### config.mk
export PLATFORM = sky130hd
export DESIGN_NAME = rom_scan_reader
export DESIGN_NICKNAME = d
export VERILOG_FILES = /design/src/rtl/rom_scan_reader.sv
export SDC_FILE = /design/constraint.sdc
export NUM_CORES = 1
export LEC_CHECK = 0
export CAP_MARGIN = 30
export CORE_MARGIN = 2
export CORE_UTILIZATION = 51
export DETAILED_ROUTE_END_ITERATION = 16
export HOLD_SLACK_MARGIN = 0.15
export PLACE_DENSITY_LB_ADDON = 0.12
export SLEW_MARGIN = 20
export SYNTH_ARGS = -nofsm -noshare
export SYNTH_HDL_FRONTEND = slang
export SYNTH_SLANG_ARGS = --single-unit
### constraint.sdc
create_clock -name clk -period 3.2 [get_ports clk]
set_input_delay 0.64 -clock clk [delete_from_list [all_inputs] [get_ports clk]]
set_output_delay 0.64 -clock clk [all_outputs]
set_load 0.02 [all_outputs]
### src/rtl/rom_scan_reader.sv
// Sweeps a ROM from address 0 to DEPTH-1, streams each (addr, data) word and folds it into a
// 16-bit checksum. Answers at the end whether the checksum matches exp_sum_i.
module rom_scan_reader #(
  parameter int ADDR_W = 8,
  parameter int DATA_W = 8,
  parameter int DEPTH  = 256,
  parameter int RD_LAT = 0
) (
  input  logic              clk,
  input  logic              rst_n,
  input  logic              start_i,
  input  logic              abort_i,
  input  logic [15:0]       exp_sum_i,
  output logic [ADDR_W-1:0] address_o,
  input  logic [DATA_W-1:0] data_i,
  output logic              busy_o,
  output logic              rd_valid_o,
  output logic [ADDR_W-1:0] rd_addr_o,
  output logic [DATA_W-1:0] rd_data_o,
  output logic [15:0]       checksum_o,
  output logic              done_o,
  output logic              pass_o
);

  localparam logic [ADDR_W-1:0] LAST_ADDR = ADDR_W'(DEPTH - 1);

  typedef enum logic [1:0] {
    IDLE,
    ISSUE,
    DRAIN,
    DONE
  } state_t;

  state_t              state_q, state_d;
  logic [ADDR_W-1:0]   addr_q, addr_d;
  logic                issue_d;
  logic [RD_LAT:0]     tag_vld_q;
  logic [ADDR_W-1:0]   tag_addr_q [RD_LAT+1];
  logic                rd_valid_q, rd_valid_d;
  logic [ADDR_W-1:0]   rd_addr_q, rd_addr_d;
  logic [DATA_W-1:0]   rd_data_q, rd_data_d;
  logic [15:0]         checksum_q, checksum_d;
  logic                pass_q, pass_d;
  logic                capture;
  logic                cap_last;
  logic [ADDR_W-1:0]   cap_addr;
  logic [15:0]         sum_next;

  // Stage 0 of the tag pipe travels with the presented address; stage RD_LAT marks the word on data_i.
  assign capture  = tag_vld_q[RD_LAT];
  assign cap_addr = tag_addr_q[RD_LAT];
  assign cap_last = capture && (cap_addr == LAST_ADDR);
  assign sum_next = checksum_q + 16'(data_i);

  always_comb begin
    state_d    = state_q;
    addr_d     = addr_q;
    issue_d    = 1'b0;
    rd_valid_d = 1'b0;
    rd_addr_d  = rd_addr_q;
    rd_data_d  = rd_data_q;
    checksum_d = checksum_q;
    pass_d     = pass_q;

    if (capture) begin
      rd_valid_d = 1'b1;
      rd_addr_d  = cap_addr;
      rd_data_d  = data_i;
      checksum_d = sum_next;
    end

    unique case (state_q)
      IDLE: begin
        addr_d = '0;
        if (start_i) begin
          state_d    = ISSUE;
          issue_d    = 1'b1;
          checksum_d = '0;
          pass_d     = 1'b0;
        end
      end
      ISSUE: begin
        // With RD_LAT=0 the last word is captured while it is still being presented.
        if (cap_last) begin
          state_d = DONE;
          pass_d  = (sum_next == exp_sum_i);
        end else if (addr_q == LAST_ADDR) begin
          state_d = DRAIN;
        end else begin
          addr_d  = addr_q + ADDR_W'(1);
          issue_d = 1'b1;
        end
      end
      DRAIN: begin
        if (cap_last) begin
          state_d = DONE;
          pass_d  = (sum_next == exp_sum_i);
        end
      end
      DONE: begin
        state_d = IDLE;
        addr_d  = '0;
      end
      default: begin
        state_d = IDLE;
        addr_d  = '0;
      end
    endcase

    // Abort wins over both start and a word arriving in the same cycle.
    if (abort_i) begin
      state_d    = IDLE;
      addr_d     = '0;
      issue_d    = 1'b0;
      rd_valid_d = 1'b0;
      rd_addr_d  = rd_addr_q;
      rd_data_d  = rd_data_q;
      checksum_d = checksum_q;
      pass_d     = pass_q;
    end
  end

  always_ff @(posedge clk or negedge rst_n) begin
    if (!rst_n) begin
      state_q    <= IDLE;
      addr_q     <= '0;
      rd_valid_q <= 1'b0;
      rd_addr_q  <= '0;
      rd_data_q  <= '0;
      checksum_q <= '0;
      pass_q     <= 1'b0;
    end else begin
      state_q    <= state_d;
      addr_q     <= addr_d;
      rd_valid_q <= rd_valid_d;
      rd_addr_q  <= rd_addr_d;
      rd_data_q  <= rd_data_d;
      checksum_q <= checksum_d;
      pass_q     <= pass_d;
    end
  end

  always_ff @(posedge clk or negedge rst_n) begin
    if (!rst_n) begin
      tag_vld_q <= '0;
      for (int i = 0; i <= RD_LAT; i++) tag_addr_q[i] <= '0;
    end else if (abort_i) begin
      tag_vld_q <= '0;
    end else begin
      tag_vld_q[0]  <= issue_d;
      tag_addr_q[0] <= addr_d;
      for (int i = 1; i <= RD_LAT; i++) begin
        tag_vld_q[i]  <= tag_vld_q[i-1];
        tag_addr_q[i] <= tag_addr_q[i-1];
      end
    end
  end

  assign address_o  = addr_q;
  assign busy_o     = (state_q == ISSUE) || (state_q == DRAIN);
  assign done_o     = (state_q == DONE);
  assign rd_valid_o = rd_valid_q;
  assign rd_addr_o  = rd_addr_q;
  assign rd_data_o  = rd_data_q;
  assign checksum_o = checksum_q;
  assign pass_o     = pass_q;

endmodule
==> results.txt <==
----------------------------------------------------
[Clock network]
  Reg clk slew, reported paths ... roughly 0.10 ns
  CTS buffer count ... 5
  Sinks on Clock Net ... 53
  Cts-stage hold buffer count ... 0
  Clock Root Buffer ... clkbuf_8
  Buffers from clock root to sink, at most ... 2
  Worst skew pair latency ... slightly above 0.3 ns
  H-tree Lvls ... 2
  CTS tree ... done

[Routing]
  Wire length per cell after detailed routing ... 14.69 µm
  Mean number of vias per cell ... ~5.4
  Initial DRC count ... ~160
  Via total after detailed routing ... 2908
  Post-detailed-route DRC marker count ... 0
  Wire length reported by the detailed router ... slightly below 8000 µm
  Routed Antenna Nets ... 0
  Initial DRT Pass Iterations ... 4

[Placed design]
  Detailed placer's ending HPWL ... 5921 µm
  Final weighted congestion of routability-driven global placement ... around 0.90
  Placed cell count ... 525
  Number of I/O port buffers ... just over 70

[Logic synthesis]
  Per-instance average area after synthesis ... ~8.8 µm²
  Number of register bits inferred by synthesis ... 53
  Top flip-flop cell by instance count after synthesis ... dfrtp_1
  Count of flip-flops with a built-in enable after synthesis ... 0
  Cell Area, Synth ... 0.003163 mm²
  Sequential share of the synthesized area ... a little over two fifths
  Ys async rst share ... between 90% and 100%
  Number of warnings reported in the yosys synthesis log ... 0
  Distinct cell type count after synthesis ... 49
  Post-synthesis cell count ... 360
  Nets in the synthesized netlist ... roughly 400

[Layout]
  Area growth from synthesis to final layout ... 35.21%
  Number of inserted diodes ... 0
  Final Instance Count excl. Fillers ... 534
  Total Nets Final ... between 500 and 600
  Layout cells sized above 1 ... about an eighth
  Fin util ... 71.81%

[Setup path]
  Required @ worst endpoint ... between 3 and 4 ns
  Critical path class ... input pin to register
  CP cell instances ... clkdlybuf4s50_1 > fa_2 > buf_4 > nand3_1 > a21oi_2 > or2_4 > a2111oi_4 > nand4_1 > or4_4 > o31ai_2
  CP Data Arrival Time ... approximately 3.3 ns
  Path depth of the worst reg2reg path ... 10
  Maximum net fanout on the critical path ... 3
  Critical Path Sink Type ... register
  Longest individual stage delay on the worst path ... 0.50 ns
  Startpoint type of the worst setup path ... input pin
  Worst-path cell with the longest stage delay ... clkdlybuf4s50_1

[Die]
  Area inside the core boundary ... 0.005956 mm²
  Std-Cell Rows ... 28
  Overall die area ... just under 0.007 mm²
  Number of top-level pins ... between 70 and 80
  Chip width ... between 80 and 90 µm
  Die boundary height ... approximately 83 µm
  Initial Utilization ... 53.11%

[Timing]
  Clock Skews ... roughly 0.0063 ns
  Count of final max-slew check failures ... 0
  Relative slew slack ... a little under half
  Highest clock rate ... roughly 320 MHz
  Least-Margin Pin Slew ... about 0.81 ns
  Unrepaired setup endpoints after global routing ... false
  Post-route minimum period ... slightly above 3 ns
  Number of endpoints failing setup at the final stage ... 0
  Final-report hold violation count ... 0
  Hold slack final ... roughly 0.25 ns
  Part of the cycle the worst path needs ... 96.21%

[Power]
  Worst vdd ir ... 0.6144 mV
  Leakage power total ... about 0.002 µW
  Power density over the cells ... around 700 mW/mm²

[Global route]
  Overflow left after global routing ... 0
  Aggregate global-route resource usage ... between 20% and 30%
  Vias in the first global route ... roughly 2.8k
  Number of antenna violations at the first check in global routing ... 0
  Largest net degree at the start of global routing ... 35
  Global-route wire length before repair ... about 13000 µm

[Hold path]
  Worst hold-check path type ... input pin to async pin

[Flow run]
  Max-cap violations ... 0

[Outcome]
  Run status ... finished clean

----------------------------------------------------
-- state kept, by name (all words and copies together) (netlist names) --
register and cells:
rd_valid_o 1, rd_data_o 8, rd_addr_o 8, cap_addr 8, checksum_o 16, pass_o 1
capture 1, address_o 8, state_q 2
-- per-layer routing --
metal	up-vias	GRT usage (%)	part of all wire [%]	routed length, µm
li1	1445	-	-	-
met1	1367	35.79	48	3782
met2	86	38.06	45	3549
met3	10	3.261	4.8	380
met4	0	9.344	1.7	132
met5	-	0	0	0
-- worst max-delay path: cells and delay by family --
family          cells  cell delay [ns]
simple gates        4             0.99
buf+inv             2             0.66
compound gates      3             0.57
fa+ha+maj           1             0.45
-- layout by cell type, fill, tap and decap left out, types with 2 or more instances in the layout --
master / Yosys / final
nand2_1: 85 / 85
clkdlybuf4s50_1: 0 / 69
dfrtp_1: 53 / 53
nor2_1: 34 / 34
buf_4: 0 / 28
o21ai_0: 21 / 21
a21oi_1: 19 / 18
xnor2_1: 16 / 15
ha_1: 15 / 14
inv_1: 12 / 12
xor2_1: 11 / 11
nand4_1: 10 / 10
a21o_1: 10 / 10
nand3_1: 6 / 6
clkbuf_8: 0 / 6
nor3_1: 4 / 4
a211oi_1: 4 / 4
mux2i_1: 4 / 4
and3_1: 3 / 3
o21ai_1: 3 / 3
nor3b_1: 3 / 3
o2111ai_1: 3 / 3
a21oi_2: 2 / 3
nor2b_1: 3 / 3
nand2b_1: 2 / 2
o211ai_1: 2 / 2
o211ai_2: 2 / 2
a31oi_1: 2 / 2
a211o_1: 2 / 2
o31ai_1: 2 / 2
-- per-stage QoR --
step	TNS, ns	worst slack, ns	total power (µW)	instance area [µm²]
6_report	0	0.1212	2954	4277
4_1_cts	0	0.02855	2924	4234
2_1_floorplan	0	0.2726	1862	3163
3_5_place_dp	-0.3509	-0.3509	2492	4131
3_3_place_gp	-0.3428	-0.3428	2450	4131
5_1_grt	0	0.01106	3177	4277
-- synthesized netlist by cell type (4+ instances only) --
cell type,n,area (µm²)
ha_1,15,187.7
nand2_1,85,319.1
a21o_1,10,75.07
o21ai_0,21,105.1
dfrtp_1,53,1326
xor2_1,11,96.34
nand4_1,10,62.56
nand3_1,6,30.03
a211oi_1,4,30.03
mux2i_1,4,40.04
a21oi_1,19,95.09
inv_1,12,45.04
nor2_1,34,127.6
nor3_1,4,20.02
xnor2_1,16,140.1
-- path summary, 6_finish.rpt --
| check | from | end | slack [ns] |
|---|---|---|---|
| hold reg to reg | rd_data_o[4] | rd_data_o[4] | 0.48 |
| setup reg to reg | checksum_o[0] | pass_o | 0.38 |
| max in group asynchronous | rst_n | pass_o | 2.15 |
| setup / recovery | data_i[1] | pass_o | 0.12 |
| hold / removal | rst_n | rd_addr_o[2] | 0.25 |
| min in group clk | rd_data_o[4] | rd_data_o[4] | 0.48 |
-- cells by family (layout without fill, tap and decap cells) --
kind of cell / count (synthesis) / count (layout) / share of synthesized area, %
fa+ha+maj: 16 / 16 / 6.566
compound gates: 81 / 81 / 17.48
simple gates: 158 / 158 / 22.07
mux: 4 / 4 / 1.266
flops: 53 / 53 / 41.93
buf+inv: 20 / 119 / 2.492
xor+xnor: 28 / 28 / 8.188
-- final cells by class --
type / count / area [µm²]
tap: 75 / 93.84
clock inverter: 2 / 17.52
sequential: 53 / 1326
inverter: 12 / 45.04
clock buffer: 6 / 82.58
fill: 483 / 1679
timing repair buffer: 99 / 918.4
multi-input combinational: 287 / 1793
-- timing repair --
item | 4_1_cts | 5_1_grt
resized for setup | 1 | 7
setup buffers | 0 | 1
setup endpoints to repair | 1 | 1
pin swaps | 0 | 3
-- power breakdown --
part	leakage, µW	switching [µW]	total [µW]	internal [µW]
Sequential	0.000717	114	920	806
Clock	0.0000518	235	415	180
Combinational	0.00122	867	1620	752
(Power assumes the default switching activity.)
